`src/rtl/sifre_pkg.sv`:
```
// sifre_pkg: shared state type and sizing constants for the code programmer.
// Holds the session FSM encoding and the digit/code widths used by
// sifre_programlayici and its timeout sub-module.
package sifre_pkg;
    typedef enum logic [1:0] {
        BOSTA = 2'd0,
        GIRIS = 2'd1,
        ONAY  = 2'd2
    } durum_t;

    localparam int BASAMAK_SAYISI = 4;
    localparam int SIFRE_GENISLIK = 12;
    localparam int KILIT_GENISLIK = 6;
endpackage

```
`src/rtl/zaman_sayaci.sv`:
```
// zaman_sayaci: idle-cycle timeout counter for a programming session.
// Ports: clk, rst (async, active-high); temizle clears the count; etkin counts
// one idle cycle; doldu flags that this idle cycle is the ZAMAN_ASIMI-th one.
module zaman_sayaci #(
    parameter int ZAMAN_ASIMI = 255
) (
    input  logic clk,
    input  logic rst,
    input  logic temizle,
    input  logic etkin,
    output logic doldu
);
    logic [15:0] sayac_q, sayac_d;

    always_comb sayac_d = temizle ? 16'd0 : etkin ? sayac_q + 16'd1 : sayac_q;

    always_ff @(posedge clk or posedge rst)
        if (rst) sayac_q <= 16'd0;
        else     sayac_q <= sayac_d;

    // Fires during the idle cycle whose edge would bring the count to ZAMAN_ASIMI.
    assign doldu = etkin && !temizle && (sayac_q == 16'(ZAMAN_ASIMI - 1));
endmodule

```
`src/rtl/sifre_programlayici.sv`:
```
// sifre_programlayici: programs a two-lock dial code via entry + confirm passes.
// Ports: clk, rst (async, active-high); yaz_baslat starts a session;
// veri_gecerli/veri deliver 3-bit digits; kilit_sifreler holds the stored
// codes; mesgul marks an open session; tamam/hata pulse on commit/failure.
module sifre_programlayici
    import sifre_pkg::*;
#(
    parameter int ZAMAN_ASIMI = 255
) (
    input  logic                      clk,
    input  logic                      rst,
    input  logic                      yaz_baslat,
    input  logic                      veri_gecerli,
    input  logic [2:0]                veri,
    output logic [SIFRE_GENISLIK-1:0] kilit_sifreler,
    output logic                      mesgul,
    output logic                      tamam,
    output logic                      hata
);
    durum_t                    durum_q, durum_d;
    logic [1:0]                basamak_q, basamak_d;
    logic [SIFRE_GENISLIK-1:0] giris_q, giris_d;
    logic [SIFRE_GENISLIK-1:0] onay_q, onay_d;
    logic [SIFRE_GENISLIK-1:0] kilit_q, kilit_d;
    logic                      mesgul_q, mesgul_d;
    logic                      tamam_q, tamam_d;
    logic                      hata_q, hata_d;
    logic                      kabul, son, doldu;

    assign kabul = veri_gecerli && (durum_q != BOSTA);
    assign son   = basamak_q == 2'(BASAMAK_SAYISI - 1);

    zaman_sayaci #(.ZAMAN_ASIMI(ZAMAN_ASIMI)) u_zaman (
        .clk    (clk),
        .rst    (rst),
        .temizle((durum_q == BOSTA) || kabul),
        .etkin  ((durum_q != BOSTA) && !veri_gecerli),
        .doldu  (doldu)
    );

    always_comb begin
        durum_d   = durum_q;
        basamak_d = basamak_q;
        giris_d   = giris_q;
        onay_d    = onay_q;
        kilit_d   = kilit_q;
        tamam_d   = 1'b0;
        hata_d    = 1'b0;
        case (durum_q)
            BOSTA: if (yaz_baslat) begin
                durum_d   = GIRIS;
                basamak_d = 2'd0;
            end
            GIRIS: if (kabul) begin
                giris_d   = {giris_q[SIFRE_GENISLIK-4:0], veri};
                basamak_d = basamak_q + 2'd1;
                if (son) durum_d = ONAY;
            end else if (doldu) begin
                durum_d = BOSTA;
                hata_d  = 1'b1;
            end
            ONAY: if (kabul) begin
                onay_d    = {onay_q[SIFRE_GENISLIK-4:0], veri};
                basamak_d = basamak_q + 2'd1;
                if (son) begin
                    durum_d = BOSTA;
                    if (onay_d == giris_q) begin
                        kilit_d = giris_q;
                        tamam_d = 1'b1;
                    end else begin
                        hata_d = 1'b1;
                    end
                end
            end else if (doldu) begin
                durum_d = BOSTA;
                hata_d  = 1'b1;
            end
            default: durum_d = BOSTA;
        endcase
        mesgul_d = durum_d != BOSTA;
    end

    always_ff @(posedge clk or posedge rst) begin
        if (rst) begin
            durum_q   <= BOSTA;
            basamak_q <= 2'd0;
            giris_q   <= '0;
            onay_q    <= '0;
            kilit_q   <= '0;
            mesgul_q  <= 1'b0;
            tamam_q   <= 1'b0;
            hata_q    <= 1'b0;
        end else begin
            durum_q   <= durum_d;
            basamak_q <= basamak_d;
            giris_q   <= giris_d;
            onay_q    <= onay_d;
            kilit_q   <= kilit_d;
            mesgul_q  <= mesgul_d;
            tamam_q   <= tamam_d;
            hata_q    <= hata_d;
        end
    end

    assign kilit_sifreler = kilit_q;
    assign mesgul         = mesgul_q;
    assign tamam          = tamam_q;
    assign hata           = hata_q;
endmodule
```
`config.mk`:
```
export PLATFORM = sky130hd
export DESIGN_NAME = sifre_programlayici
export DESIGN_NICKNAME = d
export VERILOG_FILES = /design/src/rtl/sifre_pkg.sv /design/src/rtl/zaman_sayaci.sv /design/src/rtl/sifre_programlayici.sv
export SDC_FILE = /design/constraint.sdc
export NUM_CORES = 1
export LEC_CHECK = 0
export BUFFER_PORTS_ARGS = -buffer_cell sky130_fd_sc_hd__buf_2
export CAP_MARGIN = 20
export CORE_ASPECT_RATIO = 0.7
export CORE_MARGIN = 3
export CORE_UTILIZATION = 35
export DETAILED_ROUTE_END_ITERATION = 12
export PLACE_DENSITY_LB_ADDON = 0.08
export RECOVER_POWER = 50
export REMOVE_ABC_BUFFERS = 1
export SLEW_MARGIN = 20
export SYNTH_ARGS = -nofsm -noshare
export SYNTH_HDL_FRONTEND = slang
export SYNTH_SLANG_ARGS = --single-unit
```
`constraint.sdc`:
```
create_clock -name clk -period 6.1 [get_ports clk]
set_clock_uncertainty 0.05 [all_clocks]
set_input_delay 0.61 -clock clk [delete_from_list [all_inputs] [get_ports clk]]
set_output_delay 0.61 -clock clk [all_outputs]
set_load 0.01 [all_outputs]
```
=== Yosys cells after proc, flatten, opt, wreduce, memory -nomap -nowiden ===
Index checks and enable logic that the tools add are counted.

* $add $sub $neg: 2
* Equal/unequal tests: 7
* Multiplexer cells: 22
* Reductions and logical operators: 17

{| class="wikitable"
|+ Operator list
! kind !! number
|-
| 2-to-1 mux 16 bit || 2
|-
| adder 16 x 1 -> 16 bit (second input constant) || 1
|-
| equality test 16 x 8 -> 1 bit (second input constant) || 1
|-
| 2-to-1 mux 2 bit || 8
|-
| equality test 12 bit || 1
|-
| 2-to-1 mux 1 bit || 9
|-
| nonzero test 2 bit || 4
|-
| one-hot mux 2 bit (3 select lines) || 1
|-
| equality test 2 bit (second input constant) || 2
|-
| logical AND 1 bit || 4
|-
| one-hot mux 2 bit (2 select lines) || 1
|-
| AND reduction 2 bit || 2
|-
| AND reduction 4 bit || 1
|-
| AND reduction 3 bit || 1
|-
| adder 2 x 1 -> 2 bit (second input constant) || 1
|-
| equality test 2 x 1 -> 1 bit (second input constant) || 1
|-
| logical NOT 1 bit || 2
|-
| logical NOT 2 bit || 1
|-
| != test 2 x 1 -> 1 bit (second input constant) || 1
|-
| != test 2 bit (second input constant) || 1
|-
| one-hot mux 1 bit (2 select lines) || 1
|-
| OR reduction 2 bit || 1
|-
| logical OR 1 bit || 1
|}

* Flip-flop bits (word level): 56
* Output and inout bits: 15

=== Longest topological paths before layout ===
* Word-level depth: 10
* Gate-level depth with buffers: 7

=== Cells and area by module ===
A second synthesis with hierarchy kept.

* Cells, all modules: 224
* Area total of the unflattened synthesis: 2,741.4 sq um

{| class="wikitable"
|+ By module, submodules not included
! module !! instances !! cells an instance !! area an instance (sq um)
|-
| sifre_programlayici || 1 || 134 || 1,874.3
|-
| zaman_sayaci || 1 || 90 || 867.1
|}

=== Least setup slack after synthesis ===
No wires, ideal clock.

* Path kind: register to register
* Start: register durum_q[0]
* End: register kilit_q[0], in the netlist kilit_sifreler[0]
* Library setup time: 0.125 ns
* Arrival: 1.841 ns
* Required time: 5.925 ns
* Setup slack: 4.084 ns
* Stages on the path, launching flop included: 8
* Path buffers: 1
* Cell sequence: dfrtp_1 > inv_1 > ha_1 > and3b_1 > nand2_1 > nor4_4 > buf_6 > mux2_2

* Cells in the longest elaborated chain, start to end: 3
* Elaborated cells on any way between the ends: 4
* Those cells by class: 1 x eq/ne; 3 x reduce/logical

{| class="wikitable"
|+ Ends and longest elaborated chain
! what !! line !! RTL
|-
| from (decl) || sifre_programlayici.sv:20 || <nowiki>durum_t durum_q, durum_d;</nowiki>
|-
| from (signal assigned) || sifre_programlayici.sv:94 || <nowiki>durum_q <= durum_d;</nowiki>
|-
| nonzero test 2 bit || sifre_programlayici.sv:30 || <nowiki>assign kabul = veri_gecerli && (durum_q != BOSTA);</nowiki>
|-
| logical AND 1 bit || sifre_programlayici.sv:30 ||
|-
| AND reduction 4 bit (no source line) * || -- ||
|-
| to (signal assigned) || sifre_programlayici.sv:98 || <nowiki>kilit_q <= kilit_d;</nowiki>
|-
| to (decl) || sifre_programlayici.sv:24 || <nowiki>logic [SIFRE_GENISLIK-1:0] kilit_q, kilit_d;</nowiki>
|}

Mark *: on every way between the ends. The rest lies on a longest branch, timed or not.
A chain may end at the register's enable or synchronous reset.

==> key figures <==
Run status
  – Status: finished with violations
  – Failing checks: max-capacitance violations, max-slew violations

Floorplan
  – Die ar.: 0.00850 mm2
  – Die Wd: 109 um
  – Core footprint: 0.00698 mm2
  – Ports: 22
  – Num rows: 25
  – Starting Density: 0.372
  – Die Y: 78.0 um

Critical path
  – R2r setup slk: 3.26 ns
  – End of the critical path: u_zaman.sayac_q[15]
  – CP endpoint kind: asynchronous set/reset pin
  – Worst R2R Start: durum_q[0]
  – R2R Path End: kilit_sifreler[4]
  – Critical path startpoint: rst
  – Reg2reg path depth: 6
  – Worst EP required: 5.80 ns
  – CP Class: in -> async
  – CP arrival: 2.88 ns
  – CP startpoint kind: input pin
  – CP max FO: 56

Detailed routing
  – Antenna viol nets, final: 0
  – DR iter-0 viols: 77
  – WL met3: 172 um
  – Met2 wire len: 1720 um
  – Post-Route M1 WL: 2640 um
  – Vias: 1,567
  – Vias per cell: 4.72
  – Top Layer Used: met4
  – First-pass DRT Iterations: 4
  – Final WL: 4550 um
  – DRC Markers: 0
  – Avg WL per Cell: 13.7 um

Clock tree
  – Post-cts sizing count: 0
  – CTS Buffer Depth: 2
  – CTS root buf: clkbuf_8
  – Post-CTS Setup Bufs: 0
  – Skew-Pair Late Insertion Delay: 0.29 ns
  – CTS Buf Count: 5
  – Hold buffer count at CTS: 0
  – H-tree Lvls: 2
  – CTS tree: built
  – CTS clk-pin slew, worst paths: 0.09 ns
  – CTS Sinks: 56

Yosys
  – Yosys cell types: 34
  – Primary FF master, synth: dfrtp_1
  – Post-synth ARST share: 1.00
  – Sequential share of the synthesized area: 0.540
  – Post-synth EDFFs: 0
  – Synth Area per Inst: 12.2 um2
  – Synth Warn #: 0
  – Mapped Cells: 213
  – Register bit total from synthesis: 56
  – Mapped cell area: 0.00259 mm2

Layout
  – Diode count: 0
  – Area grow syn2layout: 10.6%
  – Share of cells above drive strength 1: 0.248
  – Post-route cell area: 0.00287 mm2
  – Commonest cells after routing, fill and taps aside: 56 x dfrtp_1, 34 x mux2_2, 22 x xnor2_1
  – Commonest non-fill, non-tap cell in the layout: dfrtp_1
  – Fillers: 684
  – Layout net count: 251
  – Register Area: 0.00140 mm2
  – Footprint of the multi-input gates: 0.00112 mm2

Place
  – Placement Setup Slack: 3.19 ns
  – Area post-placement: 0.00280 mm2
  – GPL Wtd Cong: 0.799
  – I/O Buffers: 21
  – HPWL Detailed: 3220 um

STA
  – Final WS setup: 2.91 ns
  – Slew HR: -1.01
  – RSZ-0062 raised after global routing: no
  – Final hold vios: 0
  – Hold Slack: 0.462 ns
  – Tcrit/Tclk final: 0.522
  – Final Critical Period: 3.19 ns
  – Worst slew pin tran: 3.01 ns
  – # setup viols final: 0
  – Final Max Slew Viols: 57
  – TNS Setup: 0 ns
  – Max Freq: 0.314 GHz

Global route
  – Global route overflow: 0
  – Initial antenna violation count: 0
  – Overall global routing resource usage: 0.118
  – Largest net degree at the start of global routing: 57
  – First-pass GRT wire length: 7880 um
  – Vias in the first global route: 1,534

Power and ir drop
  – Peak supply drop: 0.000114 V
  – PwrDens: 338 mW/mm2
  – Leakage power: 0.00126 uW

Job
  – Max-cap viol count: 1

Worst hold path
  – Tightest Hold Check Type: reg -> reg
critical path, cell delays in order:
cell	delay [ns]
buf_2	0.10
clkinv_1	0.03
clkbuf_1	2.10
final cells by class:
| class | count | area share |
|---|---|---|
| sequential | 56 | 0.488 |
| clock inverter | 2 | 0.00480 |
| timing repair buffer | 22 | 0.0349 |
| tap | 94 | 0.0410 |
| clock buffer | 6 | 0.0253 |
| inverter | 11 | 0.0144 |
| multi-input combinational | 141 | 0.391 |
per-layer routing:
metal,global-route usage,up-vias
met3,0.0296,2
li1,-,781
met4,0.0227,0
met5,0,-
met2,0.156,23
met1,0.191,761
flip-flops by register name (all words and copies together), names as in the netlist:
signal,flops
u_zaman.sayac_q,16
giris_q,12
kilit_sifreler,12
onay_q,9
basamak_q,2
durum_q,2
hata,1
mesgul,1
tamam,1
metrics by stage:
stage / total power [uW] / util / std cells
2_1_floorplan: 709 / - / 208
3_3_place_gp: 785 / 0.401 / 324
3_5_place_dp: 785 / 0.401 / 324
4_1_cts: 990 / 0.413 / 332
5_1_grt: 1040 / 0.411 / 332
6_report: 969 / 0.411 / 332
power by group:
| group | total (uW) | switching, uW | internal, uW | leakage, uW |
|---|---|---|---|---|
| clock network | 198 | 115 | 82.2 | 0.0000456 |
| registers | 503 | 66.6 | 436 | 0.000750 |
| logic | 268 | 128 | 140 | 0.000460 |
| total | 969 | 310 | 659 | 0.00126 |
logic make-up after synthesis:
group / after synthesis / synth area share
and+or+nand+nor: 61 / 0.131
AOI/OAI and AO/OA: 14 / 0.0352
DFF: 56 / 0.540
buffers and inverters: 16 / 0.0275
muxes: 35 / 0.151
adders and majority gates: 7 / 0.0337
xor gates and xnor gates: 24 / 0.0810
worst min-delay path by stage:
stage               slack (ns)          startpoint            endpoint  depth (start not counted)
finish                    0.46  u_zaman.sayac_q[0]  u_zaman.sayac_q[0]                          1
global placement          0.44   kilit_sifreler[0]   kilit_sifreler[0]                          1
CTS                       0.47                 rst  u_zaman.sayac_q[3]                          3
global route              0.49   kilit_sifreler[0]   kilit_sifreler[0]                          1
floorplan                 0.42  u_zaman.sayac_q[0]  u_zaman.sayac_q[0]                          1
detailed placement        0.44   kilit_sifreler[3]   kilit_sifreler[3]                          1
cell usage after synthesis, types with 2 or more instances:
| master | count | area share |
|---|---|---|
| a21oi_1 | 4 | 0.0077 |
| buf_2 | 3 | 0.0058 |
| dfrtp_1 | 56 | 0.54 |
| ha_1 | 7 | 0.034 |
| inv_1 | 11 | 0.016 |
| mux2_2 | 34 | 0.15 |
| nand2_1 | 5 | 0.0072 |
| nand3_1 | 8 | 0.015 |
| nand4_1 | 7 | 0.017 |
| nor2_1 | 16 | 0.023 |
| nor2b_1 | 5 | 0.012 |
| nor3_1 | 5 | 0.0096 |
| nor4_1 | 6 | 0.014 |
| o21ai_0 | 3 | 0.0058 |
| or3_1 | 2 | 0.0048 |
| xnor2_1 | 22 | 0.074 |
| xor2_1 | 2 | 0.0068 |
No activity file was read; power rests on OpenSTA's default activity.
